### config.mk
export PLATFORM = sky130hd
export DESIGN_NAME = pkt_stim_gen
export DESIGN_NICKNAME = d
export VERILOG_FILES = /design/src/rtl/pkt_stim_pkg.sv /design/src/rtl/pkt_stim_payload.sv /design/src/rtl/pkt_stim_gen.sv
export SDC_FILE = /design/constraint.sdc
export NUM_CORES = 1
export LEC_CHECK = 0
export BUFFER_PORTS_ARGS = -buffer_cell sky130_fd_sc_hd__buf_2
export CAP_MARGIN = 20
export CORE_AREA = 2 2 194 243
export CTS_CLUSTER_SIZE = 25
export DETAILED_ROUTE_END_ITERATION = 6
export DIE_AREA = 0 0 196 245
export PLACE_DENSITY_LB_ADDON = 0.08
export SYNTH_ARGS = -nofsm -noshare
export SYNTH_HDL_FRONTEND = slang
export SYNTH_SLANG_ARGS = --single-unit
### constraint.sdc
create_clock -name clk -period 3.9 [get_ports clk]
set_input_delay 0.585 -clock clk [delete_from_list [all_inputs] [get_ports clk]]
set_output_delay 0.585 -clock clk [all_outputs]
set_load 0.03 [all_outputs]
### src/rtl/pkt_stim_pkg.sv
// Shared definitions for the packet stimulus generator: header layout,
// FSM encoding and packet-geometry helpers.
package pkt_stim_pkg;

  // Bit offsets of the 16-bit fields inside the low 64 bits of the header word
  localparam int HDR_DST_LSB  = 48;
  localparam int HDR_WLEN_LSB = 32;
  localparam int HDR_SRC_LSB  = 16;
  localparam int HDR_LEN_LSB  = 0;

  // pkt_bytes == 0 selects this payload length
  localparam int DEFAULT_LEN = 64;

  // Header ctrl marks every lane; callers slice to their CTRL_WIDTH
  localparam logic [31:0] CTRL_HDR = '1;

  typedef enum logic [2:0] {
    ST_IDLE,
    ST_HDR,
    ST_PAY,
    ST_GAP,
    ST_FIN
  } state_t;

  // Number of datapath words needed to carry len bytes
  function automatic int unsigned words_for_len(input int unsigned len,
                                                input int unsigned bpw);
    return (len + bpw - 1) / bpw;
  endfunction

  // Byte-valid ctrl of the last word: one-hot on the last valid lane
  function automatic int unsigned last_ctrl(input int unsigned n,
                                            input int unsigned ctrl_w);
    return 32'd1 << (ctrl_w - n);
  endfunction

endpackage

### src/rtl/pkt_stim_payload.sv
// Combinational lane generator: builds one payload word (MSB lane = lowest
// byte index) plus the byte-valid mask for that word.
module pkt_stim_payload #(
  parameter int DATA_WIDTH = 64,
  parameter int LEN_WIDTH  = 16
) (
  input  logic                    mode,
  input  logic [7:0]              seed,
  input  logic [LEN_WIDTH-1:0]    word_idx,
  input  logic                    last,
  input  logic [LEN_WIDTH-1:0]    last_n,
  output logic [DATA_WIDTH-1:0]   data,
  output logic [DATA_WIDTH/8-1:0] byte_vld
);

  localparam int BPW = DATA_WIDTH / 8;

  logic [7:0]                lane_base;
  logic [BPW-1:0][7:0]       lanes;

  // Only the low byte of the running byte index matters: the pattern wraps mod 256
  assign lane_base = 8'(32'(word_idx) * BPW);

  for (genvar j = 0; j < BPW; j++) begin : g_lane
    assign lanes[BPW-1-j]    = mode ? seed : seed + lane_base + 8'(j);
    assign byte_vld[BPW-1-j] = !last || (last_n > LEN_WIDTH'(j));
  end

  assign data = lanes;

endmodule

### src/rtl/pkt_stim_gen.sv
// Programmable packet source for the 64/128/256-bit NetFPGA-style stream:
// header word (ctrl all-ones) then payload, with gap and backpressure support.
module pkt_stim_gen
  import pkt_stim_pkg::*;
#(
  parameter int DATA_WIDTH = 64,
  parameter int CTRL_WIDTH = DATA_WIDTH/8,
  parameter int LEN_WIDTH  = 16,
  parameter int CNT_WIDTH  = 16
) (
  input  logic                  clk,
  input  logic                  reset,
  input  logic                  start,
  input  logic [CNT_WIDTH-1:0]  num_pkts,
  input  logic [LEN_WIDTH-1:0]  pkt_bytes,
  input  logic [CNT_WIDTH-1:0]  gap_cycles,
  input  logic                  mode,
  input  logic [7:0]            seed,
  input  logic [15:0]           src_port,
  input  logic [15:0]           dst_port,
  output logic [DATA_WIDTH-1:0] out_data,
  output logic [CTRL_WIDTH-1:0] out_ctrl,
  output logic                  out_wr,
  input  logic                  out_rdy,
  output logic                  busy,
  output logic                  done,
  output logic [CNT_WIDTH-1:0]  pkts_sent
);

  localparam int BPW = DATA_WIDTH / 8;

  state_t               state;
  logic [CNT_WIDTH-1:0] num_q, gap_q, gap_cnt;
  logic [LEN_WIDTH-1:0] len_q, wlen_q, last_n_q, widx;
  logic                 mode_q;
  logic [7:0]           seed_q;
  logic [15:0]          src_q, dst_q;

  logic [LEN_WIDTH-1:0]  len_eff, wlen_c, last_n_c;
  logic [63:0]           hdr;
  logic                  is_last;
  logic [DATA_WIDTH-1:0] pay_raw, pay_word;
  logic [CTRL_WIDTH-1:0] pay_vld;

  // Geometry of the incoming config, evaluated only when start is accepted
  always_comb begin
    len_eff  = (pkt_bytes == '0) ? LEN_WIDTH'(DEFAULT_LEN) : pkt_bytes;
    wlen_c   = LEN_WIDTH'(words_for_len(32'(len_eff), BPW));
    last_n_c = len_eff - LEN_WIDTH'((32'(wlen_c) - 32'd1) * 32'(BPW));
  end

  // Header fields in the low 64 bits; upper lanes of wider datapaths stay 0
  always_comb begin
    hdr = '0;
    hdr[HDR_DST_LSB  +: 16] = dst_q;
    hdr[HDR_WLEN_LSB +: 16] = 16'(wlen_q);
    hdr[HDR_SRC_LSB  +: 16] = src_q;
    hdr[HDR_LEN_LSB  +: 16] = 16'(len_q);
  end

  assign is_last = (widx == wlen_q - LEN_WIDTH'(1));

  pkt_stim_payload #(
    .DATA_WIDTH (DATA_WIDTH),
    .LEN_WIDTH  (LEN_WIDTH)
  ) u_payload (
    .mode     (mode_q),
    .seed     (seed_q),
    .word_idx (widx),
    .last     (is_last),
    .last_n   (last_n_q),
    .data     (pay_raw),
    .byte_vld (pay_vld)
  );

  // Invalid lanes of the last word are driven to zero
  for (genvar i = 0; i < CTRL_WIDTH; i++) begin : g_mask
    assign pay_word[i*8 +: 8] = pay_vld[i] ? pay_raw[i*8 +: 8] : 8'h00;
  end

  // Run FSM: one word per accepted out_rdy edge, all stream outputs registered
  always_ff @(posedge clk) begin
    if (reset) begin
      state     <= ST_IDLE;
      out_data  <= '0;
      out_ctrl  <= '0;
      out_wr    <= 1'b0;
      busy      <= 1'b0;
      done      <= 1'b0;
      pkts_sent <= '0;
      num_q     <= '0;
      gap_q     <= '0;
      gap_cnt   <= '0;
      len_q     <= '0;
      wlen_q    <= '0;
      last_n_q  <= '0;
      widx      <= '0;
      mode_q    <= 1'b0;
      seed_q    <= '0;
      src_q     <= '0;
      dst_q     <= '0;
    end else begin
      out_wr <= 1'b0;
      done   <= 1'b0;
      case (state)
        ST_IDLE: begin
          if (start) begin
            num_q     <= num_pkts;
            gap_q     <= gap_cycles;
            len_q     <= len_eff;
            wlen_q    <= wlen_c;
            last_n_q  <= last_n_c;
            mode_q    <= mode;
            seed_q    <= seed;
            src_q     <= src_port;
            dst_q     <= dst_port;
            pkts_sent <= '0;
            if (num_pkts != '0) begin
              state <= ST_HDR;
              busy  <= 1'b1;
            end else begin
              done  <= 1'b1;
            end
          end
        end
        ST_HDR: begin
          if (out_rdy) begin
            out_data <= DATA_WIDTH'(hdr);
            out_ctrl <= CTRL_HDR[CTRL_WIDTH-1:0];
            out_wr   <= 1'b1;
            widx     <= '0;
            state    <= ST_PAY;
          end
        end
        ST_PAY: begin
          if (out_rdy) begin
            out_data <= pay_word;
            out_wr   <= 1'b1;
            if (is_last) begin
              out_ctrl  <= CTRL_WIDTH'(last_ctrl(32'(last_n_q), CTRL_WIDTH));
              pkts_sent <= pkts_sent + CNT_WIDTH'(1);
              if (pkts_sent + CNT_WIDTH'(1) == num_q) begin
                state <= ST_FIN;
              end else if (gap_q != '0) begin
                gap_cnt <= gap_q;
                state   <= ST_GAP;
              end else begin
                state <= ST_HDR;
              end
            end else begin
              out_ctrl <= '0;
              widx     <= widx + LEN_WIDTH'(1);
            end
          end
        end
        ST_GAP: begin
          // Gap runs on the clock alone, independent of out_rdy
          if (gap_cnt == CNT_WIDTH'(1)) state <= ST_HDR;
          else gap_cnt <= gap_cnt - CNT_WIDTH'(1);
        end
        ST_FIN: begin
          done  <= 1'b1;
          busy  <= 1'b0;
          state <= ST_IDLE;
        end
        default: state <= ST_IDLE;
      endcase
    end
  end

endmodule

==> results of run 1 <==
==> cell families after synthesis <==
family	Yosys count	synth area share (%)
and+or+nand+nor	669	24.3
AOI/OAI and AO/OA	489	22.5
DFF	242	35.7
buffers and inverters	185	5.52
xor gates and xnor gates	116	7.53
adders and majority gates	35	3.28
muxes	16	1.22
==> cell usage after synthesis (5+ instances only) <==
master and n:
nand2_1 261, dfxtp_1 242, a21oi_1 232, clkbuf_1 124
nor2_1 121, and3_1 80, xnor2_1 67, o21ai_0 57
xor2_1 48, nor3_1 40, o22ai_1 40, ha_1 34
inv_1 33, nand3_1 31, o32ai_1 25, nor4_1 22
or3_1 19, a211oi_1 17, nand4_1 17, o311ai_0 13
a31oi_1 12, mux2i_1 12, a221oi_1 11, buf_2 11
nand2b_1 11, buf_1 10, o31ai_2 10, o21a_1 9
and2_1 8, or4_1 8, a21o_1 6, and4_1 6
nand3b_1 6, nor4b_1 6, o31ai_1 6, a211o_1 5
a22oi_1 5, nor2b_1 5, nor3b_1 5, o2111ai_1 5
==> power by group through the flow <==
stage	Combinational, uW	Clock, uW	Sequential (uW)
CTS	2420	2820	3010
global route	2650	2920	3040
detailed placement	2410	0	3060
global placement	2410	0	3060
finish	2400	2740	3010
floorplan	1570	0	3050
==> per-layer routing <==
metal  wire length, um  GRT usage, %  vias to the layer above  share of wire, %
met1             23900          28.0                     6322                46
met5                 0             0                        -                 0
met3              1830          2.14                       62               3.5
li1                  -             -                     6541                 -
met4              1150          5.66                        0               2.2
met2             24600          35.5                      292                48
==> final timing paths <==
check             cells after the start           to
setup / recovery                     12   gap_cnt[7]
hold / removal                        3     src_q[4]
setup reg to reg                     12   gap_cnt[7]
hold reg to reg                       2  last_n_q[8]
==> area by class of cell <==
type / instances / area [um^2]
Inverter: 33 / 124
Clock inverter: 11 / 151
Tap cell: 585 / 732
Clock buffer: 38 / 787
Fill cell: 4939 / 29500
Multi-Input combinational cell: 1325 / 8010
Sequential cell: 242 / 4850
Timing Repair Buffer: 265 / 1610
==> flip-flops by register name, indices dropped and copies added (netlist names), 3 cells and up <==
signal,count
seed_q,8
src_q,16
dst_q,16
len_q,16
pkts_sent,16
state,3
wlen_q,14
last_n_q,13
num_q,16
widx,16
out_ctrl,8
gap_cnt,16
gap_q,16
out_data,64
==> per-stage QoR <==
step	std cells	worst slack (ns)	total power [uW]	hold slack [ns]
6_report	2499	0.525	8140	0.232
5_1_grt	2499	0.254	8610	0.207
4_1_cts	2498	0.500	8250	0.201
3_5_place_dp	2449	-0.0766	5470	0.449
3_3_place_gp	2449	-0.0205	5470	0.444
2_1_floorplan	1752	0.122	4620	0.433
==> worst reg2reg max path, cell delays in order (launching register included) <==
cell and delay [ns]:
dfxtp_1 0.32, inv_1 0.06, ha_1 0.28, or4b_1 0.53, nor3_1 0.30, a221o_1 0.23, o211a_1 0.18, and4_1 0.35
buf_12 0.19, a21oi_4 0.07, buf_4 0.21, o311ai_0 0.44, o31ai_2 0.12
==> run_results.csv, run 1 <==
group,metric,value,unit
clocking,clkTransAtPathRegs,0.06,ns
clocking,clk_latency,0.59,ns
place,placed_cell_area,15300,um^2
setup_path,reg2reg_slack,0.52,ns
setup_path,crit_chain,"inv_1 > ha_1 > or4b_1 > nor3_1 > a221o_1 > o211a_1 > and4_1 > buf_12 > a21oi_4 > buf_4 > o311ai_0 > o31ai_2",
sta,finalCriticalPeriod,3.38,ns
detailed_routing,drt-initial-drc-count,801,
power,power.leakage,0.00661,uW
cells_and_area,layout_commonest_cell,"nand2_1",
power,intPower,5190,uW
detailed_routing,viasPerCell,5.29,
synth,ys_ff_latch,242,
setup_path,start_kind,"flip-flop",
synth,seq_area_frac_synth,35.7,%
floorplan,fp-row-count,88,
synth,yosysWarnings,0,
cells_and_area,fin_util,35.5,%
place,placement.io_buffers,183,
cells_and_area,final_cell_area,16300,um^2
power,p_seq_share,36.9,%
floorplan,start_util,29.7,%
synth,netlist_instances,1752,
detailed_routing,route.detailed.drc,0,
global_route,grt_usage,20.9,%
setup_path,required,4.36,ns
global_route,antenna_found_initial,0,
sta,worstMarginPinSlew,0.768,ns
setup_path,r2r-start,"wlen_q[0]",
clocking,htree_levels,1,
power,p_sw_share,36.3,%
detailed_routing,wl,51.4,mm
clocking,cts_resized,0,
global_route,grt_pass1_vias,12700,
synth,synth_area_leader_cell,"dfxtp_1",
sta,setup_viol,0,
power,ir_drop,0.000317,V
synth,syn-cell-area,13600,um^2
clocking,cts_buffers,27,
clocking,post_cts_buffers,0,
cells_and_area,final_cell_mix,"260 x nand2_1, 241 x dfxtp_1, 232 x a21oi_1",
sta,finalSetupTns,0,ns
synth,synth_area_per_cell,7.76,um^2
floorplan,coreArea,45800,um^2
clocking,clkSinkCount,242,
synth,yosys-top-cells-area,"dfxtp_1 36%, a21oi_1 8.5%, nand2_1 7.2%",
floorplan,die_h,245,um
sta,finalCritPeriodShare,86.5,%
floorplan,dieArea,48000,um^2
detailed_routing,first_pass_iters,5,
sta,rsz0062_at_grt,"false",
detailed_routing,ant_nets,0,
setup_path,endpoint_kind,"flip-flop",
global_route,overflow,0,
synth,synth_edf_count,0,
hold_path,hold_path_class,"in2reg",
synth,syn_nets,1880,
sta,hold_viol_final,0,
place,gp_congestion,0.868,
clocking,cts_tree,"yes",
floorplan,io-pin-count,184,
synth,synth_cell_types,81,
power,p_switching,2950,uW
setup_path,cp_slowest_stage_delay,0.53,ns
sta,finalClockSkew,0.0395,ns
outcome,outcome,"finished clean",
cells_and_area,diodes,0,
detailed_routing,wire_per_inst,20.6,um
setup_path,worst-path-buf-inv,3,
setup_path,cp_top_family,"simple AND/OR/NAND/NOR gates",
setup_path,cp-startpoint,"wlen_q[0]",
place,dp_hpwl,37.0,mm
cells_and_area,drive_gt1_share,18.5,%
power,p_per_area,501,nW/um^2
setup_path,cp_max_fo,18,
clocking,clk_path_buf_depth,3,
clocking,holdBufCountCts,0,
cells_and_area,nets,2022,
setup_path,critical_path_arrival,3.83,ns
setup_path,cp_slowest_cell,"or4b_1",
hold_path,worstHoldStart,"src_port[4]",
sta,clock.fmax,296,MHz
sta,slew_viol_final,0,
synth,synthArstFlopShare,0,%
synth,ys.flop_type,"dfxtp_1",
synth,synth_top_area_share,35.7,%
power,p_comb_share,29.4,%
floorplan,dieWidth,196,um
global_route,grt_max_degree,76,
sta,maxSlewHeadroom,48.4,%
power,clkPwrFrac,33.6,%
detailed_routing,vias,13200,
cells_and_area,syn_to_final_growth,19.6,%
global_route,grt_pass1_wl,78.5,mm
clocking,root_buffer,"clkbuf_16",
run,max_cap_violations,0,
setup_path,path_class,"reg2reg",
(Power assumes the default switching activity.)
==> run 2, diff against run 1 <==
--- a/config.mk
+++ b/config.mk
@@ -5,12 +5,12 @@
 export SDC_FILE = /design/constraint.sdc
 export NUM_CORES = 1
 export LEC_CHECK = 0
-export BUFFER_PORTS_ARGS = -buffer_cell sky130_fd_sc_hd__buf_2
 export CAP_MARGIN = 20
 export CORE_AREA = 2 2 194 243
 export CTS_CLUSTER_SIZE = 25
 export DETAILED_ROUTE_END_ITERATION = 6
 export DIE_AREA = 0 0 196 245
+export DONT_BUFFER_PORTS = 1
 export PLACE_DENSITY_LB_ADDON = 0.08
 export SYNTH_ARGS = -nofsm -noshare
 export SYNTH_HDL_FRONTEND = slang
==> run_results.csv, run 2 (synthesized netlist as in run 1, its figures left out) <==
group,metric,value,unit
cells_and_area,multiInputGateArea,8010,um^2
sta,finalSetupTns,0,ns
sta,rsz0062_at_grt,"false",
setup_path,path_class,"reg2reg",
global_route,grt_usage,21.1,%
setup_path,start_kind,"flip-flop",
floorplan,fp-row-count,88,
detailed_routing,wl,51.6,mm
cells_and_area,final_cell_mix,"260 x nand2_1, 241 x dfxtp_1, 232 x a21oi_1",
cells_and_area,layout_commonest_cell,"nand2_1",
cells_and_area,fillers,4919,
global_route,grt_pass1_wl,78.9,mm
cells_and_area,top_register,"out_data",
clocking,htree_levels,1,
clocking,clkTransAtPathRegs,0.06,ns
floorplan,coreArea,45800,um^2
setup_path,critical_path_arrival,3.82,ns
cells_and_area,diodes,0,
clocking,cts_resized,0,
detailed_routing,ant_nets,0,
global_route,grt_max_degree,230,
floorplan,die_h,245,um
global_route,grt_pass1_vias,12400,
clocking,post_cts_buffers,0,
floorplan,start_util,29.7,%
detailed_routing,route.detailed.drc,0,
detailed_routing,vias,12500,
detailed_routing,first_pass_iters,5,
sta,slew_viol_final,0,
setup_path,required,4.34,ns
power,power.leakage,0.00577,uW
cells_and_area,fin_util,33.7,%
clocking,clk_latency,0.57,ns
detailed_routing,drt-initial-drc-count,784,
hold_path,hold_path_class,"in2reg",
clocking,holdBufCountCts,0,
place,placement.io_buffers,0,
floorplan,dieArea,48000,um^2
outcome,outcome,"finished clean",
sta,worstMarginPinSlew,1.02,ns
cells_and_area,drive_gt1_share,9.73,%
place,gp_congestion,0.843,
floorplan,io-pin-count,184,
cells_and_area,seqCellArea,4850,um^2
clocking,cts_tree,"yes",
cells_and_area,syn_to_final_growth,13.5,%
cells_and_area,largest_register_ff_count,64,
run,max_cap_violations,0,
detailed_routing,wire_per_inst,22.3,um
place,dp_hpwl,36.2,mm
power,p_per_area,546,nW/um^2
floorplan,dieWidth,196,um
cells_and_area,nets,1831,
global_route,antenna_found_initial,0,
sta,setup_viol,0,
global_route,overflow,0,
clocking,clk_path_buf_depth,3,
detailed_routing,viasPerCell,5.42,
sta,finalClockSkew,0.0148,ns
sta,clock.fmax,296,MHz
sta,hold_viol_final,0,
sta,finalCritPeriodShare,86.7,%
clocking,clkSinkCount,242,
clocking,root_buffer,"clkbuf_16",
sta,finalCriticalPeriod,3.38,ns
setup_path,cp_max_fo,19,
setup_path,endpoint_kind,"flip-flop",
clocking,cts_buffers,30,
sta,maxSlewHeadroom,32.1,%
power,ir_drop,0.000333,V
[run 2: final cells by class]
type                            instances  share of cell area, %
Clock inverter                         16                   1.75
Inverter                               33                  0.803
Tap cell                              585                   4.75
Timing Repair Buffer                   71                   3.70
Clock buffer                           40                   5.64
Multi-Input combinational cell       1325                   51.9
Sequential cell                       242                   31.4
[run 2: metrics by stage]
| step | total power, uW | setup slack, ns | hold WS [ns] | std cells | instance area [um^2] |
|---|---|---|---|---|---|
| 2_1_floorplan | 4620 | 0.122 | 0.433 | 1752 | 13600 |
| 3_5_place_dp | 5290 | 0.0610 | 0.449 | 2256 | 14300 |
| 5_1_grt | 8880 | 0.299 | 0.112 | 2312 | 15400 |
| 4_1_cts | 8540 | 0.530 | 0.0967 | 2312 | 15400 |
| 3_3_place_gp | 5290 | 0.0747 | 0.446 | 2256 | 14300 |
| 6_report | 8420 | 0.520 | 0.141 | 2312 | 15400 |
[run 2: power by group]
| group | switching (uW) | leakage, uW | internal (uW) |
|---|---|---|---|
| registers | 449 | 0.00197 | 2730 |
| clock network | 1180 | 0.000552 | 2020 |
| logic | 1290 | 0.00324 | 746 |
[run 2: critical path: stages (launching register included)]
cell and delay (ns):
dfxtp_1 0.31, inv_1 0.05, ha_1 0.39, nor4b_1 0.31, buf_4 0.19, a41oi_1 0.09, a211oi_1 0.36, nor2_1 0.11
and4_1 0.25, buf_12 0.16, a21oi_4 0.49, or2_1 0.20, buf_4 0.21, o32ai_1 0.10
[run 2: metal layers]
metal | GRT usage [%] | vias to the layer above | share of wire, % | routed length, um
li1 | - | 6162 | - | -
met1 | 26.6 | 6036 | 43 | 22300
met2 | 36.9 | 285 | 49 | 25400
met3 | 4.08 | 59 | 5.7 | 2940
met4 | 5.21 | 0 | 2.0 | 1040
met5 | 0 | - | 0 | 0
[run 2: path summary, 6_finish.rpt]
| kind | from | to | slack (ns) | cells past startpoint |
|---|---|---|---|---|
| hold reg to reg | src_q[10] | src_q[10] | 0.46 | 2 |
| setup reg to reg | wlen_q[0] | gap_cnt[4] | 0.52 | 13 |
| setup / recovery | wlen_q[0] | gap_cnt[4] | 0.52 | 13 |
| hold / removal | pkt_bytes[4] | len_q[4] | 0.14 | 2 |
